## src/rtl/layer1_mac_unit.sv

```systemverilog
// Layer-1 multiply-accumulate: bias + sum(x*w) over N_IN pairs, saturated to DW bits.
// Latency: N_IN+1 falling edges from start detection to result/ack_sig.
// Backpressure: none; starts arriving while busy are ignored, ack_sig held until next start.
module layer1_mac_unit #(
  parameter int N_IN = 3,
  parameter int DW   = 16,
  parameter int FRAC = 8,
  parameter int AW   = 2
) (
  input  logic          clk,
  input  logic          rst,
  input  logic          ack_mac,
  output logic [AW-1:0] addr,
  input  logic [DW-1:0] x_in,
  input  logic [DW-1:0] w_in,
  input  logic [DW-1:0] bias,
  output logic          busy,
  output logic [DW-1:0] result,
  output logic          ack_sig
);

  // Wide enough that N_IN full-scale products plus the shifted bias never wrap.
  localparam int ACCW = 2*DW + $clog2(N_IN+1) + 1;

  localparam logic [1:0] S_IDLE = 2'd0;
  localparam logic [1:0] S_ACC  = 2'd1;
  localparam logic [1:0] S_OUT  = 2'd2;

  localparam logic [AW-1:0] LAST = AW'(N_IN-1);

  logic [1:0]             state;
  logic [AW-1:0]          cnt;
  logic signed [ACCW-1:0] acc;
  logic                   ack_mac_d;
  logic                   start;

  logic signed [2*DW-1:0] prod;
  logic signed [ACCW-1:0] prod_ext;
  logic signed [ACCW-1:0] bias_ext;
  logic signed [ACCW-1:0] shifted;
  logic [DW-1:0]          sat_val;

  assign start = ack_mac & ~ack_mac_d;

  // Product and sign extensions of the datapath operands.
  always_comb begin
    prod     = $signed(x_in) * $signed(w_in);
    prod_ext = {{(ACCW-2*DW){prod[2*DW-1]}}, prod};
    bias_ext = {{(ACCW-DW){bias[DW-1]}}, bias};
  end

  // Floor-shift the accumulator back to Q format and clamp to the DW-bit signed range.
  always_comb begin
    shifted = acc >>> FRAC;
    sat_val = shifted[DW-1:0];
    if (!((&shifted[ACCW-1:DW-1]) || ~(|shifted[ACCW-1:DW-1]))) begin
      sat_val = shifted[ACCW-1] ? {1'b1, {(DW-1){1'b0}}} : {1'b0, {(DW-1){1'b1}}};
    end
  end

  // Control FSM and accumulator, all updated on the falling edge.
  always_ff @(negedge clk or negedge rst) begin
    if (!rst) begin
      state     <= S_IDLE;
      cnt       <= '0;
      acc       <= '0;
      ack_mac_d <= 1'b0;
      addr      <= '0;
      busy      <= 1'b0;
      result    <= '0;
      ack_sig   <= 1'b0;
    end else begin
      ack_mac_d <= ack_mac;
      case (state)
        S_IDLE: begin
          if (start) begin
            state   <= S_ACC;
            acc     <= bias_ext <<< FRAC;
            addr    <= '0;
            cnt     <= '0;
            busy    <= 1'b1;
            ack_sig <= 1'b0;
          end
        end
        S_ACC: begin
          acc <= acc + prod_ext;
          cnt <= cnt + 1'b1;
          if (cnt == LAST) begin
            state <= S_OUT;
          end else begin
            addr <= cnt + 1'b1;
          end
        end
        S_OUT: begin
          result  <= sat_val;
          ack_sig <= 1'b1;
          busy    <= 1'b0;
          addr    <= '0;
          state   <= S_IDLE;
        end
        default: state <= S_IDLE;
      endcase
    end
  end

endmodule

```

## config.mk

```make
export PLATFORM = sky130hd
export DESIGN_NAME = layer1_mac_unit
export DESIGN_NICKNAME = d
export VERILOG_FILES = /design/src/rtl/layer1_mac_unit.sv
export SDC_FILE = /design/constraint.sdc
export NUM_CORES = 1
export LEC_CHECK = 0
export BUFFER_PORTS_ARGS = -buffer_cell sky130_fd_sc_hd__buf_2
export CAP_MARGIN = 20
export CORE_ASPECT_RATIO = 2
export CORE_MARGIN = 5
export CORE_UTILIZATION = 55
export CTS_CLUSTER_DIAMETER = 50
export CTS_CLUSTER_SIZE = 30
export DETAILED_ROUTE_END_ITERATION = 8
export GPL_TIMING_DRIVEN = 0
export PLACE_DENSITY_LB_ADDON = 0.25
export SYNTH_ARGS = -nofsm -noshare
export SYNTH_HDL_FRONTEND = slang
export SYNTH_SLANG_ARGS = --single-unit
```

## constraint.sdc

```tcl
create_clock -name clk -period 4.5 [get_ports clk]
set_input_delay 0.45 -clock clk [delete_from_list [all_inputs] [get_ports clk]]
set_output_delay 0.45 -clock clk [all_outputs]
set_load 0.1 [all_outputs]
```

==> summary.txt <==
Placed design
  – Detailed placement HPWL: 32520 um
  – GP Congestion: 0.9793
  – Total of buffers placed on input and output ports: 70

STA
  – Smallest setup slack after layout: -3551 ps
  – Unrepaired setup endpoints after global routing: true
  – Final Slew Violations: 0
  – Count of endpoints failing hold in the final timing report: 0
  – Layout Skew: 5.186 ps
  – Number of endpoints failing setup at the final stage: 32
  – Worst slew margin relative to its limit: 0.3850
  – Worst Max-Slew Pin Slew: 920.6 ps

Final layout
  – Final cell utilization of the core: 0.6914
  – Proportion of layout cells with a drive suffix above 1: 0.2378
  – Nets: 2122
  – Fillers: 1897
  – Count of antenna diodes in the layout: 0
  – Area delta synth->final: 24.82%
  – Multi-input logic area: 0.01199 mm^2
  – Sequential standard cell area: 0.001501 mm^2

Global route
  – Largest net degree at the start of global routing: 35
  – Overall overflow remaining after global route: 0
  – Vias in the first global route: 12340
  – Global-route wire length before repair: 64290 um
  – Tot GR Track Use: 0.2872
  – Antenna violations before repair: 0

CTS
  – Hold-fix buffers at CTS: 0
  – Clock net sink count: 60
  – Max Root-Sink Buffers: 2
  – Clock buffers created by TritonCTS: 9
  – Clock tree from TritonCTS: done
  – Clock-pin slew on the worst setup and hold paths: 40 ps
  – # H-tree levels: 3
  – Clock tree root buffer cell: sky130_fd_sc_hd__clkbuf_16
  – Clock latency on the worst-skew pair: 340 ps

Logic synthesis
  – Synthesized area: 0.01409 mm^2
  – Share of Yosys cell area claimed by the top area cell type: 0.4404
  – Fraction of the yosys area taken by sequential cells: 0.1065
  – Number of enable flip-flop cells after synthesis: 0
  – Largest cells by area after synthesis: sky130_fd_sc_hd__fa_1 (44%), sky130_fd_sc_hd__dfrtn_1 (11%), sky130_fd_sc_hd__inv_1 (9.7%)
  – Most frequent cells after synthesis: sky130_fd_sc_hd__inv_1 (365), sky130_fd_sc_hd__fa_1 (310), sky130_fd_sc_hd__nand2_1 (144), sky130_fd_sc_hd__and2_1 (127), sky130_fd_sc_hd__ha_1 (105)
  – Synth Area per Inst: 9.414 um^2
  – Number of distinct library cells after synthesis: 56
  – Synthesized instance count: 1497
  – Most frequent cell after synthesis: sky130_fd_sc_hd__inv_1
  – Most area-hungry cell type in the Yosys netlist: sky130_fd_sc_hd__fa_1
  – Number of warnings issued by yosys: 0
  – Number of storage elements in the synthesis netlist: 60
  – Net count of the mapped netlist: 1963
  – Dominant register cell in the synthesized netlist: sky130_fd_sc_hd__dfrtn_1
  – Share of flip-flops with an asynchronous set or reset after synthesis: 1.000

Worst setup path
  – Req. time, crit path: 2440 ps
  – Path depth of the worst reg2reg path: 16
  – Arrival @ worst endpoint: 5990 ps
  – Biggest cell delay along the critical path: 520 ps
  – Critical path, cell by cell: buf_12 > clkbuf_16 > buf_4 > and2_1 > fa_1 > inv_1 > fa_2 > fa_1 > fa_1 > inv_2 > fa_1 > inv_1 > fa_1 > inv_2 > ha_4 > and3_4 > o211a_4 > a21oi_4 > o31ai_4 > a41oi_4 > a31oi_1 > xor2_1 > a221o_1
  – Cell seen most often among critical-path stages: sky130_fd_sc_hd__fa_1
  – Max stage delay cell, worst path: sky130_fd_sc_hd__fa_1
  – Critical path peak fanout: 4
  – Reg-to-reg endpoint: acc[29]$_DFFE_NN0P_
  – Critical Path Source Type: input port
  – Worst reg-to-reg setup slack: -670 ps
  – Critical path class: input port to flop
  – Critical R2R Launch: acc[15]$_DFFE_NN0P_
  – Sort of element at the end of the critical path: flop

Route
  – Total via count in the routed design: 10850
  – Post-route ant nets: 0
  – DRC violation count after routing: 0
  – Detailed-routing iteration count for the pre-antenna-repair pass: 7
  – Routed length per instance: 19.67 um
  – DR iter-0 viols: 512
  – Total routed wirelength: 39350 um
  – Routed via count divided by cell count: 5.421

Die
  – Die Width: 123.2 um
  – Die H: 236.4 um
  – Number of cell rows: 83
  – Total I/O pin count: 71
  – DIE AREA: 0.02912 mm^2
  – Effective utilization at floorplan: 0.5539
  – Placeable Area: 0.02544 mm^2

Min path
  – Worst min-delay path startpoint: ack_sig$_DFFE_NN0P_
  – Worst hold path cell count: 1
  – Hold Path Sink: ack_sig$_DFFE_NN0P_
  – Worst hold path class: flop to flop

Outcome
  – Violated checks: setup timing
  – Run status: complete, but fails checks

Run
  – MaxCap Viol Count: 0
-- stage by stage --
step	TNS, ps	setup slack [ps]	instance area (um^2)	instances	hold WS [ps]
after global placement	-108480	-4219	15550	1907	423.8
after detailed placement	-109700	-4268	15570	1908	428.9
final	-92770	-3551	17590	2001	435.2
after CTS	-92580	-3587	17120	1977	436.7
after global routing	-97020	-3684	17590	2001	452.1
after floorplan	-84870	-3363	14780	1497	414.3
-- placed cells by master (no fill, tap or decap), drive strengths merged, types with 13 or more instances in the layout --
| cell type | synthesis | routed |
|---|---|---|
| ha | 105 | 105 |
| mux2i | 13 | 13 |
| o21ai | 45 | 45 |
| nor2 | 41 | 41 |
| and2 | 127 | 127 |
| inv | 365 | 366 |
| a21o | 14 | 14 |
| clkbuf | 49 | 58 |
| nand2 | 144 | 144 |
| buf | 4 | 152 |
| a21oi | 75 | 75 |
| fa | 310 | 310 |
| xnor2 | 24 | 24 |
| dfrtn | 60 | 60 |
-- area by class of cell --
class                           instances  area share
Clock inverter                          7    0.003485
Tap cell                              340     0.02418
Sequential cell                        60     0.08535
Inverter                              365     0.07824
Clock buffer                            9     0.01280
Multi-Input combinational cell       1019      0.6818
Buffer                                 53     0.04296
Timing Repair Buffer                  148     0.07113
-- what timing repair did --
item / CTS / global route
pin swaps: 83 / 90
setup endpoints to repair: 33 / 32
buffers inserted: 48 / 23
cloned: 5 / 1
resized for setup: 198 / 74
-- critical path: cells and delay by family --
kind / cells / cell delay (ps)
buffers and inverters: 7 / 610
XOR/XNOR: 1 / 110
AND/OR/NAND/NOR: 2 / 340
adder cells (fa/ha/maj): 7 / 3140
AO/OA/AOI/OAI: 6 / 1330
-- per-layer routing --
metal	track usage	vias up	share of wire
li1	-	4861	-
met1	0.3476	5483	0.38
met2	0.4962	360	0.52
met3	0.02735	143	0.039
met4	0.1539	0	0.064
met5	0	-	0
-- registers in the layout, summed over array words and instances (netlist names) --
| register | cells |
|---|---|
| addr | 2 |
| cnt | 2 |
| busy | 1 |
| ack_mac_d | 1 |
| acc | 35 |
| ack_sig | 1 |
| result | 16 |
| state | 2 |
-- how the worst max path moves through the flow --
stage | startpoint | end | slack, ps
finish | w_in[6] | acc[29]$_DFFE_NN0P_ | -3550
global placement | x_in[12] | acc[34]$_DFFE_NN0P_ | -4220
global route | w_in[5] | acc[23]$_DFFE_NN0P_ | -3680
floorplan | x_in[15] | acc[29]$_DFFE_NN0P_ | -3360
CTS | w_in[6] | acc[29]$_DFFE_NN0P_ | -3590
detailed placement | x_in[11] | acc[29]$_DFFE_NN0P_ | -4270
-- cell families after synthesis --
group,after synthesis,share of synthesized area
AOI/OAI and AO/OA,190,0.08692
DFF,60,0.1065
buffers and inverters,418,0.1115
adders and majority gates,415,0.5336
xor gates and xnor gates,33,0.02051
muxes,15,0.01083
and+or+nand+nor,366,0.1301
Power is not shown: default switching activity piles up to over one toggle a cycle in this logic, so the estimate is an artifact.
